`config.mk`:
```
export PLATFORM = sky130hd
export DESIGN_NAME = vga_timing_gen
export DESIGN_NICKNAME = d
export VERILOG_FILES = /design/src/rtl/vga_timing_pkg.sv /design/src/rtl/vga_timing_gen_axis_counter.sv /design/src/rtl/vga_timing_gen.sv
export SDC_FILE = /design/constraint.sdc
export NUM_CORES = 1
export LEC_CHECK = 0
export CORE_MARGIN = 2
export CORE_UTILIZATION = 49
export CTS_CLUSTER_DIAMETER = 150
export CTS_CLUSTER_SIZE = 25
export DETAILED_ROUTE_END_ITERATION = 7
export GPL_TIMING_DRIVEN = 0
export PLACE_DENSITY_LB_ADDON = 0.3
export SLEW_MARGIN = 20
export SYNTH_ARGS = -nofsm -noshare
export SYNTH_HDL_FRONTEND = slang
export SYNTH_SLANG_ARGS = --single-unit
```
`constraint.sdc`:
```
create_clock -name clk -period 1.8 [get_ports clk]
set_input_delay 0.36 -clock clk [delete_from_list [all_inputs] [get_ports clk]]
set_output_delay 0.36 -clock clk [all_outputs]
set_load 0.05 [all_outputs]
```
`src/rtl/vga_timing_pkg.sv`:
```
// Shared definitions for the VGA raster timing generator: FSM state encoding,
// standard mode constant sets and the per-axis total helper.
package vga_timing_pkg;

    typedef logic [1:0] state_t;

    localparam state_t IDLE = 2'd0;
    localparam state_t RUN  = 2'd1;
    localparam state_t STOP = 2'd2;

    typedef struct packed {
        int unsigned active;
        int unsigned fp;
        int unsigned sync;
        int unsigned bp;
    } axis_t;

    typedef struct packed {
        axis_t h;
        axis_t v;
    } mode_t;

    localparam mode_t MODE_800X600_60 = '{h: '{800, 40, 128, 88}, v: '{600, 1, 4, 23}};
    localparam mode_t MODE_800X600_72 = '{h: '{800, 56, 120, 64}, v: '{600, 37, 6, 23}};

    // Total period of one axis in clocks (horizontal) or lines (vertical).
    function automatic int unsigned axis_total(input int unsigned active,
                                               input int unsigned fp,
                                               input int unsigned sync,
                                               input int unsigned bp);
        return active + fp + sync + bp;
    endfunction

endpackage

```
`src/rtl/vga_timing_gen_axis_counter.sv`:
```
// One raster axis: wrapping position counter with active, sync and wrap decodes.
module vga_axis_counter
    import vga_timing_pkg::*;
#(
    parameter int unsigned ACTIVE = 800,
    parameter int unsigned FP     = 40,
    parameter int unsigned SYNC   = 128,
    parameter int unsigned BP     = 88,
    parameter int unsigned CW     = 11
) (
    input  logic          clk,
    input  logic          reset,
    input  logic          inc,
    input  logic          clr,
    output logic [CW-1:0] count,
    output logic          active,
    output logic          sync,
    output logic          wrap
);

    localparam int unsigned   TOTAL    = axis_total(ACTIVE, FP, SYNC, BP);
    localparam logic [CW-1:0] LAST     = CW'(TOTAL - 1);
    localparam logic [CW-1:0] ACT_END  = CW'(ACTIVE);
    localparam logic [CW-1:0] SYNC_LO  = CW'(ACTIVE + FP);
    localparam logic [CW-1:0] SYNC_HI  = CW'(ACTIVE + FP + SYNC);
    localparam logic [CW-1:0] ONE      = CW'(1);

    always_ff @(posedge clk or negedge reset) begin
        if (!reset) begin
            count <= '0;
        end else if (clr) begin
            count <= '0;
        end else if (inc) begin
            count <= wrap ? '0 : count + ONE;
        end
    end

    assign wrap   = (count == LAST);
    assign active = (count < ACT_END);
    assign sync   = (count >= SYNC_LO) && (count < SYNC_HI);

endmodule

```
`src/rtl/vga_timing_gen.sv`:
```
// Parametrised VGA timing generator with frame-aligned enable, registered
// sync/de/coordinates, line/frame strobes and a look-ahead pixel request.
module vga_timing_gen
    import vga_timing_pkg::*;
#(
    parameter int unsigned H_ACTIVE = 800,
    parameter int unsigned H_FP     = 40,
    parameter int unsigned H_SYNC   = 128,
    parameter int unsigned H_BP     = 88,
    parameter int unsigned V_ACTIVE = 600,
    parameter int unsigned V_FP     = 1,
    parameter int unsigned V_SYNC   = 4,
    parameter int unsigned V_BP     = 23,
    parameter bit          HS_POL   = 1'b1,
    parameter bit          VS_POL   = 1'b1,
    parameter int unsigned PREFETCH = 2,
    parameter int unsigned CW       = 11
) (
    input  logic          clk,
    input  logic          reset,
    input  logic          enable,
    output logic          hs,
    output logic          vs,
    output logic          de,
    output logic          blank,
    output logic [CW-1:0] x,
    output logic [CW-1:0] y,
    output logic          line_start,
    output logic          frame_start,
    output logic          req,
    output logic          running
);

    localparam int unsigned H_TOTAL    = axis_total(H_ACTIVE, H_FP, H_SYNC, H_BP);
    localparam int unsigned V_TOTAL    = axis_total(V_ACTIVE, V_FP, V_SYNC, V_BP);
    localparam logic [CW:0] H_TOTAL_W  = (CW+1)'(H_TOTAL);
    localparam logic [CW:0] H_ACTIVE_W = (CW+1)'(H_ACTIVE);
    localparam logic [CW:0] V_ACTIVE_W = (CW+1)'(V_ACTIVE);
    localparam logic [CW:0] PREFETCH_W = (CW+1)'(PREFETCH);
    localparam logic [CW:0] ONE_W      = (CW+1)'(1);

    if (PREFETCH < 1 || PREFETCH >= H_FP + H_SYNC + H_BP) begin : g_bad_prefetch
        $error("vga_timing_gen: PREFETCH must satisfy 1 <= PREFETCH < H_FP+H_SYNC+H_BP");
    end
    if (64'(H_TOTAL) >= (64'd1 << CW) || 64'(V_TOTAL) >= (64'd1 << CW)) begin : g_bad_width
        $error("vga_timing_gen: CW too small for H_TOTAL or V_TOTAL");
    end

    state_t        state, state_next;
    logic [CW-1:0] hc, vc;
    logic          h_active, h_sync, h_wrap;
    logic          v_active, v_sync, v_wrap;
    logic          frame_wrap, de_n, req_n;
    logic          h_ahead_wrap;
    logic [CW:0]   h_ahead, h_ahead_col, v_ahead_row;

    assign running    = (state != IDLE);
    assign frame_wrap = h_wrap && v_wrap;
    assign de_n       = h_active && v_active;

    vga_axis_counter #(
        .ACTIVE (H_ACTIVE),
        .FP     (H_FP),
        .SYNC   (H_SYNC),
        .BP     (H_BP),
        .CW     (CW)
    ) u_h_counter (
        .clk    (clk),
        .reset  (reset),
        .inc    (running),
        .clr    (!running),
        .count  (hc),
        .active (h_active),
        .sync   (h_sync),
        .wrap   (h_wrap)
    );

    vga_axis_counter #(
        .ACTIVE (V_ACTIVE),
        .FP     (V_FP),
        .SYNC   (V_SYNC),
        .BP     (V_BP),
        .CW     (CW)
    ) u_v_counter (
        .clk    (clk),
        .reset  (reset),
        .inc    (running && h_wrap),
        .clr    (!running),
        .count  (vc),
        .active (v_active),
        .sync   (v_sync),
        .wrap   (v_wrap)
    );

    // A drop of enable seen on the last cycle of a frame ends the run at that wrap.
    always_comb begin
        state_next = state;
        case (state)
            IDLE: if (enable) state_next = RUN;
            RUN:  if (!enable) state_next = frame_wrap ? IDLE : STOP;
            STOP: begin
                if (enable) begin
                    state_next = RUN;
                end else if (frame_wrap) begin
                    state_next = IDLE;
                end
            end
            default: state_next = IDLE;
        endcase
    end

    // Look-ahead position; row 0 of the next frame only counts if the run continues.
    always_comb begin
        h_ahead      = {1'b0, hc} + PREFETCH_W;
        h_ahead_wrap = (h_ahead >= H_TOTAL_W);
        h_ahead_col  = h_ahead_wrap ? h_ahead - H_TOTAL_W : h_ahead;
        if (!h_ahead_wrap) begin
            v_ahead_row = {1'b0, vc};
        end else if (v_wrap) begin
            v_ahead_row = '0;
        end else begin
            v_ahead_row = {1'b0, vc} + ONE_W;
        end
        req_n = running && (h_ahead_col < H_ACTIVE_W) && (v_ahead_row < V_ACTIVE_W) &&
                (enable || !(h_ahead_wrap && v_wrap));
    end

    always_ff @(posedge clk or negedge reset) begin
        if (!reset) begin
            state       <= IDLE;
            hs          <= ~HS_POL;
            vs          <= ~VS_POL;
            de          <= 1'b0;
            x           <= '0;
            y           <= '0;
            line_start  <= 1'b0;
            frame_start <= 1'b0;
            req         <= 1'b0;
        end else begin
            state       <= state_next;
            hs          <= (running && h_sync) ? HS_POL : ~HS_POL;
            vs          <= (running && v_sync) ? VS_POL : ~VS_POL;
            de          <= running && de_n;
            x           <= (running && de_n) ? hc : '0;
            y           <= (running && de_n) ? vc : '0;
            line_start  <= running && de_n && (hc == '0);
            frame_start <= running && de_n && (hc == '0) && (vc == '0);
            req         <= req_n;
        end
    end

    assign blank = ~de;

endmodule
```
==> results of run 1 <==
[worst register-to-register path: stages (launching register included)]
cell and delay, ns:
dfrtp_1 0.33, clkbuf_4 0.18, nand4_1 0.15, buf_4 0.18
buf_4 0.13, o41ai_1 0.45, a221o_1 0.26, a211oi_2 0.06
[synth_stat cells, types with 2 or more instances]
library cell and n:
dfrtp_1 52, nor2_1 28, and2_1 26, nand3_1 14, buf_2 11, inv_1 11
nand2_1 11, o21ai_0 10, xnor2_1 10, nor3_1 9, a21oi_1 8, ha_1 5
xor2_1 5, nand4_1 4, nor2b_1 4, nor4_1 4, and4_1 3, nand4b_1 3
o31ai_1 3, or4_1 3, a211oi_1 2, a31oi_1 2, and3_1 2, buf_6 2
nand3b_1 2
[per-layer routing]
metal,vias to the layer above,GRT usage,part of all wire,routed length (um)
li1,988,-,-,-
met1,1013,0.2796,0.43,2508
met2,85,0.3143,0.48,2813
met3,20,0.03810,0.060,350
met4,0,0.06000,0.024,138
met5,-,0,0,0
[sequential cells by signal, indices dropped and copies added (netlist names)]
signal / cells
u_v_counter.count: 11
hs: 1
y: 11
vs: 1
state: 2
u_h_counter.count: 11
req: 1
frame_start: 1
de: 1
line_start: 1
x: 11
[cells by family after synthesis]
kind of cell,share of synthesized area
AOI/OAI and AO/OA,0.07249
xor gates and xnor gates,0.05177
adders and majority gates,0.02860
buffers and inverters,0.05029
DFF,0.5128
muxes,0.004438
other,0.001478
and+or+nand+nor,0.2781
[path summary, 6_finish.rpt]
kind	endpoint	slack [ns]
max in group asynchronous	u_v_counter.count[1]$_DFFE_PN0P_	1.26
hold reg to reg	y[8]$_DFF_PN0_	0.52
min in group clk	y[8]$_DFF_PN0_	0.52
setup / recovery	req$_DFF_PN0_	-0.08
setup reg to reg	req$_DFF_PN0_	-0.08
hold / removal	u_v_counter.count[7]$_DFFE_PN0P_	-0.004
[through the flow]
step                      setup slack, ns  hold WS, ns  setup TNS, ns  power (mW)
final                            -0.07632    -0.004454       -0.07973       2.507
after global routing              -0.1360      0.02499        -0.5855       2.607
after detailed placement          -0.2507       0.3492         -1.973       1.686
after CTS                        0.004031     0.009130              0       2.515
after floorplan                   0.07946      0.06441              0       1.537
after global placement             -1.054       0.5064         -56.88       1.675
[layout make-up]
| type | instances | area [um2] | share of cell area |
|---|---|---|---|
| buffer | 14 | 96.34 | 0.02840 |
| clock buffer | 5 | 68.82 | 0.02029 |
| clock inverter | 3 | 46.29 | 0.01365 |
| inverter | 11 | 41.29 | 0.01217 |
| multi-input combinational | 176 | 1217 | 0.3589 |
| sequential | 52 | 1308 | 0.3855 |
| tap | 70 | 87.58 | 0.02582 |
| timing repair buffer | 55 | 526.8 | 0.1553 |
[power groups by stage]
stage / logic (mW) / registers [mW] / clock network [mW]
floorplan: 0.151 / 1.39 / 0
CTS: 0.447 / 1.24 / 0.828
global placement: 0.406 / 1.27 / 0
global route: 0.483 / 1.25 / 0.876
finish: 0.449 / 1.24 / 0.816
detailed placement: 0.414 / 1.27 / 0
[timing repair]
action                     4_1_cts  5_1_grt
gates cloned                     1        0
setup buffers                   13        8
resized for setup               30       41
pin swaps                        3        8
setup endpoints to repair       32       55
==> metrics.md, run 1 <==
| Metric | Value |
|---|---|
| Final setup margin | `-0.07632 ns` |
| Placed cell count | `357` |
| Final instance area | `3392 um2` |
| Final Hold Fails | `4` |
| CTS Hold Bufs | `0` |
| CP required | `1.98 ns` |
| Vias in the first global route | `1,927` |
| Post-Synthesis Cells | `253` |
| CP dominant cell by count | `buf_4` |
| Die Span Y | `75.96 um` |
| Post-Route WL | `5811 um` |
| Dominant synthesized flop cell | `dfrtp_1` |
| Pin count of the biggest net entering global routing | `33` |
| Max-cap violation count | `0` |
| Antenna violations before repair | `0` |
| Tmin final | `1.876 ns` |
| Top cells by area, synth | `dfrtp_1, and2_1, nor2_1, xnor2_1, nand3_1` |
| Clock Skews | `0.008102 ns` |
| DP Area | `2964 um2` |
| Clock-pin slew on the worst setup and hold paths | `0.10 ns` |
| Clock Sinks | `52` |
| Sequential share of power | `0.496` |
| CTS tree | `yes` |
| Commonest non-fill, non-tap cells in the layout | `dfrtp_1, and2_1, nor2_1, buf_4, dlymetal6s2s_1` |
| Outcome | `finished with violations` |
| FMAX | `533.0 MHz` |
| Period utilization | `1.042` |
| Pwr Density | `739.1 nW/um2` |
| Root Driver | `clkbuf_8` |
| Worst Path Max Fanout | `8` |
| DIE WIDTH | `75.96 um` |
| H-tree depth reported by CTS | `2` |
| Die ar. | `5770 um2` |
| Antenna-violating nets left | `0` |
| Tot GR Track Use | `0.1984` |
| Cell area after synthesis | `2537 um2` |
| Critical path launch point | `u_h_counter.count[2]$_DFF_PN0_` |
| Failing checks | `hold timing, setup timing` |
| Vias per cell | `5.456` |
| GP Congestion | `0.8672` |
| Comb power frac | `0.179` |
| VDD IR max | `0.4682 mV` |
| Residual DRC count | `0` |
| P_int | `1.795 mW` |
| Worst path bufs/invs | `3` |
| Synth unique cells | `44` |
| ANT cells | `0` |
| Vias | `2,106` |
| Kind of critical path | `reg -> reg` |
| Synth top area share | `0.5128` |
| Hold Path Class | `in -> async` |
| R2R cell count | `7` |
| Switching Share | `0.2839` |
| Crit-path cells | `clkbuf_4, nand4_1, buf_4, buf_4, o41ai_1, a221o_1, a211oi_2` |
| RSZ-0062 raised after global routing | `yes` |
| Wire length per cell | `15.05 um` |
| Nature of the critical path endpoint | `flop` |
| Final hold slack | `-0.004454 ns` |
| Slowest CP cell | `o41ai_1` |
| Register bit total from synthesis | `52` |
| Fill count | `388` |
| Overflow after GRT | `0` |
| Slew Limit Headroom | `0.6595` |
| Worst Max-Slew Pin Slew | `0.5100 ns` |
| Final core occ | `0.6727` |
| Asr flop ratio synth | `1.000` |
| Nets | `323` |
| Syn Area/Cell | `10.03 um2` |
| Area grow syn2layout | `33.68%` |
| Setup crit start kind | `flop` |
| Num CTS Buffers | `5` |
| Fin cells | `386` |
| Slowest cell delay on critical path | `0.45 ns` |
| Number of synthesized flops with an enable pin | `0` |
| Levels on crit path | `7` |
| Switch Pwr | `711.7 uW` |
| First-pass GRT wire length | `9190 um` |
| Synthesis Warnings | `0` |
| Commonest non-fill, non-tap cell in the layout | `dfrtp_1` |
| Clk network pwr share | `0.325` |
| Rows | `26` |
| Initial core utilization | `0.5032` |
| CTS max path bufs | `2` |
| Area leader, netlist | `dfrtp_1` |
| Starting DRC count in detailed routing | `160` |
| Share of cells above drive strength 1 | `0.2405` |
| Top delay family on crit path | `compound AO/OA/AOI/OAI gates` |
| Pleak | `1.792 nW` |
| Count of final setup violators | `2` |
| R2R Path Start | `u_h_counter.count[2]$_DFF_PN0_` |
| Sequential fraction of the synthesis area | `0.5128` |
| Worst-skew pair later-pin latency | `0.31 ns` |
| DPL Wire Length | `3631 um` |
| Crit path arrival time | `2.06 ns` |
| Ports | `33` |
| Final Max Tran Viols | `0` |
| I/O Buffers | `32` |
| Total core area | `5042 um2` |
| DRT Pass-1 Iters | `5` |
Note: power is estimated with default switching activity, not from simulation.
==> run 2, diff against run 1 <==
--- a/config.mk
+++ b/config.mk
@@ -10,6 +10,7 @@
 export CTS_CLUSTER_DIAMETER = 150
 export CTS_CLUSTER_SIZE = 25
 export DETAILED_ROUTE_END_ITERATION = 7
+export GPL_ROUTABILITY_DRIVEN = 1
 export GPL_TIMING_DRIVEN = 0
 export PLACE_DENSITY_LB_ADDON = 0.3
 export SLEW_MARGIN = 20
==> results of run 2 <==
No change in the layout: final DEF, timing and power equal those of run 1.
